$ cat src/rtl/uart_bus_if.sv
`default_nettype none
// ============================================================================
// Module   : uart_bus_if
// Desc     : Native valid/ready register bus between an initiator and the UART.
// Revision : 1.0
// ============================================================================
interface uart_bus_if #(
  parameter int DATA_W = 32,
  parameter int ADDR_W = 3
);
  logic              uart_valid;
  logic [ADDR_W-1:0] uart_addr;
  logic [DATA_W-1:0] uart_wdata;
  logic [3:0]        uart_wstrb;
  logic [DATA_W-1:0] uart_rdata;
  logic              uart_ready;

  modport master (
    output uart_valid, uart_addr, uart_wdata, uart_wstrb,
    input  uart_rdata, uart_ready
  );

  modport slave (
    input  uart_valid, uart_addr, uart_wdata, uart_wstrb,
    output uart_rdata, uart_ready
  );
endinterface
`default_nettype wire

$ cat src/rtl/uart_bus_responder.sv
`default_nettype none
// ============================================================================
// Module   : uart_bus_responder
// Desc     : Register-bus UART, 8N1. Define UART_RXFIFO_EN for a 4-deep RX FIFO
//            instead of the single RX holding register.
// Revision : 1.0
// ============================================================================
module uart_bus_responder #(
  parameter int DATA_W = 32,
  parameter int ADDR_W = 3
) (
  input  logic      clk,
  input  logic      reset,
  uart_bus_if.slave bus,
  output logic      txd,
  input  logic      rxd
);
  typedef enum logic [1:0] {ST_IDLE = 2'd0, ST_START = 2'd1, ST_DATA = 2'd2, ST_STOP = 2'd3} uart_state_e;

  localparam logic [ADDR_W-1:0] REG_SOFTRESET = ADDR_W'(0);
  localparam logic [ADDR_W-1:0] REG_DIV       = ADDR_W'(1);
  localparam logic [ADDR_W-1:0] REG_TXDATA    = ADDR_W'(2);
  localparam logic [ADDR_W-1:0] REG_TXEN      = ADDR_W'(3);
  localparam logic [ADDR_W-1:0] REG_RXEN      = ADDR_W'(4);
  localparam logic [ADDR_W-1:0] REG_TXREADY   = ADDR_W'(5);
  localparam logic [ADDR_W-1:0] REG_RXREADY   = ADDR_W'(6);
  localparam logic [ADDR_W-1:0] REG_RXDATA    = ADDR_W'(7);

  logic              wr_en, rd_en, soft_rst, tx_start;
  logic [15:0]       div_q, div_d, div_eff;
  logic              txen_q, txen_d, rxen_q, rxen_d;
  logic              ready_q, ready_d;
  logic [DATA_W-1:0] rdata_q, rdata_d;
  uart_state_e       tx_state_q, tx_state_d;
  logic [15:0]       tx_cnt_q, tx_cnt_d, tx_div_q, tx_div_d;
  logic [2:0]        tx_bit_q, tx_bit_d;
  logic [7:0]        tx_shift_q, tx_shift_d;
  logic              txd_q, txd_d;
  logic              rx_sync1_q, rx_sync2_q, rx_prev_q;
  uart_state_e       rx_state_q, rx_state_d;
  logic [15:0]       rx_cnt_q, rx_cnt_d, rx_div_q, rx_div_d;
  logic [2:0]        rx_bit_q, rx_bit_d;
  logic [7:0]        rx_shift_q, rx_shift_d;
  logic              rx_push, rx_pop, push_ok, rx_empty, rx_full;
  logic [7:0]        rx_head;

  assign wr_en    = bus.uart_valid && (bus.uart_wstrb != 4'd0);
  assign rd_en    = bus.uart_valid && (bus.uart_wstrb == 4'd0);
  assign soft_rst = wr_en && (bus.uart_addr == REG_SOFTRESET) && bus.uart_wdata[0];
  assign div_eff  = (div_q < 16'd2) ? 16'd2 : div_q;
  assign tx_start = wr_en && (bus.uart_addr == REG_TXDATA) && txen_q && (tx_state_q == ST_IDLE);
  assign rx_pop   = rd_en && (bus.uart_addr == REG_RXDATA) && !rx_empty;
  // A pop in the same cycle frees the slot the completing byte needs.
  assign push_ok  = rx_push && (!rx_full || rx_pop) && !soft_rst;

  assign txd            = txd_q;
  assign bus.uart_ready = ready_q;
  assign bus.uart_rdata = rdata_q;

  always_comb begin
    div_d   = div_q;
    txen_d  = txen_q;
    rxen_d  = rxen_q;
    ready_d = bus.uart_valid;
    rdata_d = '0;
    if (wr_en) begin
      case (bus.uart_addr)
        REG_DIV: begin
          if (bus.uart_wstrb[0]) div_d[7:0]  = bus.uart_wdata[7:0];
          if (bus.uart_wstrb[1]) div_d[15:8] = bus.uart_wdata[15:8];
        end
        REG_TXEN: txen_d = bus.uart_wdata[0];
        REG_RXEN: rxen_d = bus.uart_wdata[0];
        default: ;
      endcase
    end
    if (rd_en) begin
      case (bus.uart_addr)
        REG_TXREADY: rdata_d[0]   = txen_q && (tx_state_q == ST_IDLE);
        REG_RXREADY: rdata_d[0]   = !rx_empty;
        REG_RXDATA:  rdata_d[7:0] = rx_empty ? 8'd0 : rx_head;
        default: ;
      endcase
    end
    if (soft_rst) begin
      txen_d = 1'b0;
      rxen_d = 1'b0;
    end
  end

  always_comb begin
    tx_state_d = tx_state_q;
    tx_cnt_d   = tx_cnt_q + 16'd1;
    tx_div_d   = tx_div_q;
    tx_bit_d   = tx_bit_q;
    tx_shift_d = tx_shift_q;
    txd_d      = txd_q;
    case (tx_state_q)
      ST_IDLE: begin
        txd_d    = 1'b1;
        tx_cnt_d = 16'd0;
        if (tx_start) begin
          tx_state_d = ST_START;
          tx_div_d   = div_eff;
          tx_shift_d = bus.uart_wdata[7:0];
          txd_d      = 1'b0;
        end
      end
      ST_START, ST_DATA: begin
        if (tx_cnt_q == tx_div_q - 16'd1) begin
          tx_cnt_d = 16'd0;
          if (tx_state_q == ST_DATA && tx_bit_q == 3'd7) begin
            tx_state_d = ST_STOP;
            txd_d      = 1'b1;
          end else begin
            tx_bit_d   = (tx_state_q == ST_START) ? 3'd0 : tx_bit_q + 3'd1;
            tx_state_d = ST_DATA;
            txd_d      = tx_shift_q[0];
            tx_shift_d = {1'b0, tx_shift_q[7:1]};
          end
        end
      end
      default: begin
        if (tx_cnt_q == tx_div_q - 16'd1) tx_state_d = ST_IDLE;
      end
    endcase
    if (soft_rst) begin
      tx_state_d = ST_IDLE;
      txd_d      = 1'b1;
    end
  end

  // Sampling points are counted from the cycle the synchronized falling edge is seen.
  always_comb begin
    rx_state_d = rx_state_q;
    rx_cnt_d   = rx_cnt_q + 16'd1;
    rx_div_d   = rx_div_q;
    rx_bit_d   = rx_bit_q;
    rx_shift_d = rx_shift_q;
    rx_push    = 1'b0;
    case (rx_state_q)
      ST_IDLE: begin
        rx_cnt_d = 16'd0;
        if (rxen_q && rx_prev_q && !rx_sync2_q) begin
          rx_state_d = ST_START;
          rx_div_d   = div_eff;
        end
      end
      ST_START: begin
        if (rx_cnt_q == (rx_div_q >> 1) - 16'd1) begin
          rx_cnt_d   = 16'd0;
          rx_bit_d   = 3'd0;
          rx_state_d = rx_sync2_q ? ST_IDLE : ST_DATA;
        end
      end
      ST_DATA: begin
        if (rx_cnt_q == rx_div_q - 16'd1) begin
          rx_cnt_d   = 16'd0;
          rx_shift_d = {rx_sync2_q, rx_shift_q[7:1]};
          rx_bit_d   = rx_bit_q + 3'd1;
          if (rx_bit_q == 3'd7) rx_state_d = ST_STOP;
        end
      end
      default: begin
        if (rx_cnt_q == rx_div_q - 16'd1) begin
          rx_state_d = ST_IDLE;
          rx_push    = rx_sync2_q;
        end
      end
    endcase
    if (!rxen_q || soft_rst) rx_state_d = ST_IDLE;
  end

  always_ff @(posedge clk) begin
    if (reset) begin
      div_q      <= 16'd0;
      txen_q     <= 1'b0;
      rxen_q     <= 1'b0;
      ready_q    <= 1'b0;
      rdata_q    <= '0;
      tx_state_q <= ST_IDLE;
      tx_cnt_q   <= 16'd0;
      tx_div_q   <= 16'd2;
      tx_bit_q   <= 3'd0;
      tx_shift_q <= 8'd0;
      txd_q      <= 1'b1;
      rx_sync1_q <= 1'b1;
      rx_sync2_q <= 1'b1;
      rx_prev_q  <= 1'b1;
      rx_state_q <= ST_IDLE;
      rx_cnt_q   <= 16'd0;
      rx_div_q   <= 16'd2;
      rx_bit_q   <= 3'd0;
      rx_shift_q <= 8'd0;
    end else begin
      div_q      <= div_d;
      txen_q     <= txen_d;
      rxen_q     <= rxen_d;
      ready_q    <= ready_d;
      rdata_q    <= rdata_d;
      tx_state_q <= tx_state_d;
      tx_cnt_q   <= tx_cnt_d;
      tx_div_q   <= tx_div_d;
      tx_bit_q   <= tx_bit_d;
      tx_shift_q <= tx_shift_d;
      txd_q      <= txd_d;
      rx_sync1_q <= rxd;
      rx_sync2_q <= rx_sync1_q;
      rx_prev_q  <= rx_sync2_q;
      rx_state_q <= rx_state_d;
      rx_cnt_q   <= rx_cnt_d;
      rx_div_q   <= rx_div_d;
      rx_bit_q   <= rx_bit_d;
      rx_shift_q <= rx_shift_d;
    end
  end

`ifdef UART_RXFIFO_EN
  logic [7:0] fifo_q [4];
  logic [7:0] fifo_d [4];
  logic [1:0] wr_ptr_q, wr_ptr_d, rd_ptr_q, rd_ptr_d;
  logic [2:0] count_q, count_d;

  assign rx_empty = (count_q == 3'd0);
  assign rx_full  = (count_q == 3'd4);
  assign rx_head  = fifo_q[rd_ptr_q];

  always_comb begin
    fifo_d   = fifo_q;
    wr_ptr_d = wr_ptr_q;
    rd_ptr_d = rd_ptr_q;
    count_d  = count_q + {2'b00, push_ok} - {2'b00, rx_pop};
    if (push_ok) begin
      fifo_d[wr_ptr_q] = rx_shift_q;
      wr_ptr_d         = wr_ptr_q + 2'd1;
    end
    if (rx_pop) rd_ptr_d = rd_ptr_q + 2'd1;
    if (soft_rst) begin
      wr_ptr_d = 2'd0;
      rd_ptr_d = 2'd0;
      count_d  = 3'd0;
    end
  end

  always_ff @(posedge clk) begin
    if (reset) begin
      fifo_q   <= '{default: 8'd0};
      wr_ptr_q <= 2'd0;
      rd_ptr_q <= 2'd0;
      count_q  <= 3'd0;
    end else begin
      fifo_q   <= fifo_d;
      wr_ptr_q <= wr_ptr_d;
      rd_ptr_q <= rd_ptr_d;
      count_q  <= count_d;
    end
  end
`else
  logic [7:0] hold_q, hold_d;
  logic       hold_vld_q, hold_vld_d;

  assign rx_empty = !hold_vld_q;
  assign rx_full  = hold_vld_q;
  assign rx_head  = hold_q;

  always_comb begin
    hold_d     = hold_q;
    hold_vld_d = hold_vld_q;
    if (rx_pop) hold_vld_d = 1'b0;
    if (push_ok) begin
      hold_d     = rx_shift_q;
      hold_vld_d = 1'b1;
    end
    if (soft_rst) hold_vld_d = 1'b0;
  end

  always_ff @(posedge clk) begin
    if (reset) begin
      hold_q     <= 8'd0;
      hold_vld_q <= 1'b0;
    end else begin
      hold_q     <= hold_d;
      hold_vld_q <= hold_vld_d;
    end
  end
`endif
endmodule
`default_nettype wire
$ cat src/flat_wrapper.sv
// flat-port wrapper written by rule: the top's interface ports become plain ports
module uart_bus_responder_flat 
#(
  parameter int DATA_W = 32,
  parameter int ADDR_W = 3
)
  (clk, reset, txd, rxd, bus_uart_valid, bus_uart_addr, bus_uart_wdata, bus_uart_wstrb, bus_uart_rdata, bus_uart_ready);
  uart_bus_if #(.DATA_W(DATA_W), .ADDR_W(ADDR_W)) bus_i ();
  input  logic clk;
  input  logic reset;
  output logic txd;
  input  logic rxd;
  input wire logic [$bits(bus_i.uart_valid)-1:0] bus_uart_valid;
  input wire logic [$bits(bus_i.uart_addr)-1:0] bus_uart_addr;
  input wire logic [$bits(bus_i.uart_wdata)-1:0] bus_uart_wdata;
  input wire logic [$bits(bus_i.uart_wstrb)-1:0] bus_uart_wstrb;
  output wire logic [$bits(bus_i.uart_rdata)-1:0] bus_uart_rdata;
  output wire logic [$bits(bus_i.uart_ready)-1:0] bus_uart_ready;
  assign bus_i.uart_valid = bus_uart_valid;
  assign bus_i.uart_addr = bus_uart_addr;
  assign bus_i.uart_wdata = bus_uart_wdata;
  assign bus_i.uart_wstrb = bus_uart_wstrb;
  assign bus_uart_rdata = bus_i.uart_rdata;
  assign bus_uart_ready = bus_i.uart_ready;
  uart_bus_responder #(.DATA_W(DATA_W), .ADDR_W(ADDR_W)) u_core (.clk(clk), .reset(reset), .bus(bus_i), .txd(txd), .rxd(rxd));
endmodule
$ cat config.mk
export PLATFORM = sky130hd
export DESIGN_NAME = uart_bus_responder_flat
export DESIGN_NICKNAME = d
export VERILOG_FILES = /design/src/rtl/uart_bus_if.sv /design/src/rtl/uart_bus_responder.sv /design/src/flat_wrapper.sv
export SDC_FILE = /design/constraint.sdc
export NUM_CORES = 1
export LEC_CHECK = 0
export CELL_PAD_IN_SITES_DETAIL_PLACEMENT = 1
export CELL_PAD_IN_SITES_GLOBAL_PLACEMENT = 2
export CORE_MARGIN = 4
export CORE_UTILIZATION = 32
export CTS_BUF_LIST = sky130_fd_sc_hd__clkbuf_8
export CTS_CLUSTER_DIAMETER = 40
export DETAILED_ROUTE_END_ITERATION = 16
export HOLD_SLACK_MARGIN = 0.03
export PLACE_DENSITY = 0.87
export SLEW_MARGIN = 30
export SYNTH_ARGS = -nofsm -noshare
export SYNTH_HDL_FRONTEND = slang
export SYNTH_SLANG_ARGS = --single-unit
$ cat constraint.sdc
create_clock -name clk -period 2.5 [get_ports clk]
set_input_delay 0.25 -clock clk [delete_from_list [all_inputs] [get_ports clk]]
set_output_delay 0.25 -clock clk [all_outputs]
set_load 0.02 [all_outputs]
==> out/metrics.csv <==
stage;metric;value;unit
clock_tree;cts_tree;yes;
detailed_routing;viasPerCell;5.013;
setup_path;cp-start-kind;register;
yosys;synth_seq_cells;130;
setup_path;critPathSlowestCell;or4b_4;
final_layout;fin_util;43.26;%
yosys;async_flop_share;0;%
yosys;synth_fa_ha_area_share;3.168;%
power_and_ir_drop;total_leakage_power;3.830;nW
yosys;yosysTopAreaCellShare;36.61;%
floorplanning;initial_core_util;32.57;%
setup_path;cp.arrival;3.10;ns
yosys;synthXorXnorAreaFrac;10.47;%
setup_path;crit_fanout;8;
placement;dp_hpwl;14740;um
yosys;synth_top_area_cell;dfxtp_1;
setup_path;critical_path_required;2.83;ns
global_route;grt_pass1_vias;6737;
yosys;syn_area;0.007108;mm2
power_and_ir_drop;p_total;0.004044;W
run_status;violations;negative setup slack;
yosys;synth_area_leaders;dfxtp_1, mux2i_1, xnor2_1;
yosys;synth_edf_count;0;
placement;place.gp.congestion;0.8438;
setup_path;crit_type;register to register;
clock_tree;cts_root_buf;clkbuf_8;
floorplanning;die-height;157.0;um
detailed_routing;drt_drc_violations_left;0;
power_and_ir_drop;vdd_ir_drop_max;359.5;uV
detailed_routing;first_pass_iters;4;
sta;rsz0062_at_grt;yes;
clock_tree;cts_sinks;130;
final_layout;fillCellCount;2566;
final_layout;n_antenna_cell;0;
min_path;worstHoldPathType;input pin to register;
sta;final_hold_viol_count;0;
sta;post-route-period-util;110.5;%
final_layout;final_area;0.009442;mm2
sta;worst_pin_slew;0.6258;ns
sta;fin_ws;-0.2627;ns
global_route;grt_max_degree;46;
yosys;yosys_warnings;0;
placement;io_buffers;36;
sta;relSlewSlack;58.18;%
sta;skew;0.009375;ns
yosys;synth_cell_types;77;
yosys;yosys_most_used_dff;dfxtp_1;
global_route;overflow;0;
clock_tree;clkLatencyLatePin;0.44;ns
yosys;synth-compound-area-share;11.23;%
detailed_routing;num_vias;6411;
power_and_ir_drop;powerDensity;428.3;mW/mm2
detailed_routing;detail-route-antenna-nets;0;
sta;setup_viol;49;
flow_run;drv_cap;0;
clock_tree;cts-htree-levels;4;
floorplanning;core_area;0.02182;mm2
yosys;synth.area.mux_share;6.073;%
final_layout;fin_nets;1049;
clock_tree;clk_pin_slew;0.08;ns
run_status;status;finished with violations;
sta;max_freq;362.0;MHz
global_route;antenna_found_initial;0;
sta;tns;-8.945;ns
setup_path;path_cells;inv_4 > ha_4 > or4b_4 > and4bb_2 > xnor2_2 > nor4_4 > and3_4 > a21oi_4 > o31ai_4 > buf_12 > buf_12 > nor2_1;
clock_tree;cts_buffers;17;
floorplanning;io_pins;77;
floorplanning;die_area;0.02466;mm2
yosys;synth_top_family_by_area;simple AND/OR/NAND/NOR gates;
yosys;postSynthCellCount;838;
global_route;grt_util_all_layers;16.88;%
clock_tree;cts_buffer_depth;2;
yosys;syn_avg_cell_area;8.482;um2
detailed_routing;first_iter_violations;271;
final_layout;multi_input_area;0.004537;mm2
floorplanning;fp-row-count;54;
setup_path;rrSetupSlack;-0.26;ns
setup_path;max_stage_delay;0.47;ns
final_layout;syn2layout_area_growth;32.83;%
detailed_routing;wl;20640;um
yosys;synth-simple-area-share;26.23;%
sta;slew_violations;0;
yosys;yosysSeqAreaShare;36.61;%
final_layout;regArea;0.002620;mm2
global_route;grt_pass1_wl;33720;um
detailed_routing;post_drt_wl_per_cell;16.13;um
sta;fin_crit;2.763;ns
setup_path;worst_setup_path_end_kind;register;
clock_tree;cts_hold_buf;0;
setup_path;cpMostUsedCell;buf_12;
final_layout;drive_gt1_share;26.83;%
floorplanning;die_width;157.0;um
placement;place_area;0.008463;mm2
==> critical path, delay by kind of cell (launching register included) <==
family,cells,cell delay (ns)
AOI/OAI and AO/OA,2,0.30
xor gates and xnor gates,1,0.09
adders and majority gates,1,0.12
buffers and inverters,3,0.35
DFF,1,0.36
and+or+nand+nor,5,1.42
==> placed cells by master (no fill, tap or decap), types with 4 or more instances in the layout <==
cell type,instances
clkbuf_8,20
nor4b_1,4
nor2_1,93
nor4_4,6
xor2_1,38
and4_1,4
nor3b_1,6
buf_6,8
dfxtp_2,8
buf_12,4
dfxtp_1,120
nand4_1,13
inv_2,4
a31oi_1,7
a21oi_2,10
nand2b_1,4
inv_1,12
and3_1,14
a21oi_1,40
xnor2_1,46
ha_1,15
buf_4,127
clkinv_2,5
nand2_1,94
mux2i_1,41
nor2_2,7
clkdlybuf4s50_1,35
or2_2,4
a311oi_1,5
conb_1,24
a211o_1,5
nor3_1,12
nand3b_1,4
nand3_1,27
nor4_1,12
and2_1,9
o21ai_0,9
==> what timing repair did <==
| action | in CTS | in global routing |
|---|---|---|
| resized for setup | 48 | 38 |
| buffers inserted | 20 | 7 |
| setup endpoints to repair | 66 | 68 |
| pin swaps | 38 | 15 |
| gates cloned | 3 | 0 |
==> synthesized netlist by cell type (all sizes together) (3+ instances only) <==
| cell | n |
|---|---|
| nand3 | 30 |
| or2 | 4 |
| o211ai | 3 |
| nor3b | 7 |
| xor2 | 38 |
| nor2 | 101 |
| inv | 17 |
| and4 | 4 |
| buf | 39 |
| and4b | 4 |
| a211o | 6 |
| a21oi | 51 |
| nand2b | 5 |
| nand4 | 13 |
| o21ai | 11 |
| a31oi | 7 |
| mux2i | 42 |
| xnor2 | 47 |
| o31ai | 6 |
| and2 | 12 |
| nand2 | 97 |
| or3b | 3 |
| nor3 | 15 |
| clkbuf | 29 |
| nor2b | 3 |
| nor4 | 21 |
| and3 | 17 |
| a311oi | 7 |
| dfxtp | 130 |
| nand4b | 3 |
| nand3b | 4 |
| nor4b | 6 |
| ha | 18 |
==> cell type report <==
cell class	count	area share [%]
multi-input combinational	646	48.05
tap	280	3.711
timing repair buffer	176	15.96
clock buffer	20	2.915
inverter	17	0.7024
clock inverter	10	0.9144
sequential	130	27.75
==> path summary, 6_finish.rpt <==
kind	from	to	depth (start not counted)
min	reset	u_core.tx_bit_q[1]$_SDFFE_PP0P_	2
max reg2reg	u_core.rx_div_q[1]$_SDFFE_PP1P_	u_core.rx_cnt_q[14]$_SDFF_PP0_	12
min reg2reg	u_core.rx_sync1_q$_SDFF_PP1_	u_core.rx_sync2_q$_SDFF_PP1_	1
max	u_core.rx_div_q[1]$_SDFFE_PP1P_	u_core.rx_cnt_q[14]$_SDFF_PP0_	12
==> power by group <==
| group | switching (W) | internal [W] | total, W |
|---|---|---|---|
| combinational | 0.000154 | 0.000117 | 0.000272 |
| clock | 0.000830 | 0.000845 | 0.00168 |
| sequential | 0.0000131 | 0.00208 | 0.00210 |
==> logic make-up after synthesis <==
group | Yosys count
simple gates | 359
flops | 130
compound gates | 117
xor+xnor | 85
buf+inv | 85
mux | 43
fa+ha+maj | 18
other cells | 1
==> flip-flops by register name, summed over array words and instances (netlist names), 2 cells and up <==
register and cells:
u_core.div_q 16, u_core.rx_cnt_q 16, u_core.rx_div_q 16, u_core.tx_cnt_q 16
u_core.tx_div_q 16, u_core.bus.uart_rdata 8, u_core.hold_q 8, u_core.rx_shift_q 8
u_core.tx_shift_q 8, u_core.rx_bit_q 3, u_core.tx_bit_q 3, u_core.rx_state_q 2
u_core.tx_state_q 2
==> metrics by stage <==
stage | hold WS (ns) | setup WS [ns] | std cells
after floorplan | 0.3538 | -0.03765 | 861
after global placement | 0.3925 | -0.2658 | 1220
after detailed placement | 0.3948 | -0.4076 | 1220
after CTS | 0.1178 | -0.2544 | 1273
after global routing | 0.1406 | -0.3675 | 1279
final | 0.1459 | -0.2627 | 1279
==> per-layer routing <==
| layer | track usage [%] | share of wire, % | vias to the layer above |
|---|---|---|---|
| li1 | - | - | 3174 |
| met1 | 21.76 | 47 | 3118 |
| met2 | 28.41 | 48 | 95 |
| met3 | 3.217 | 3.2 | 24 |
| met4 | 5.735 | 1.9 | 0 |
| met5 | 0 | 0 | - |
No activity file was read; power rests on OpenSTA's default activity.
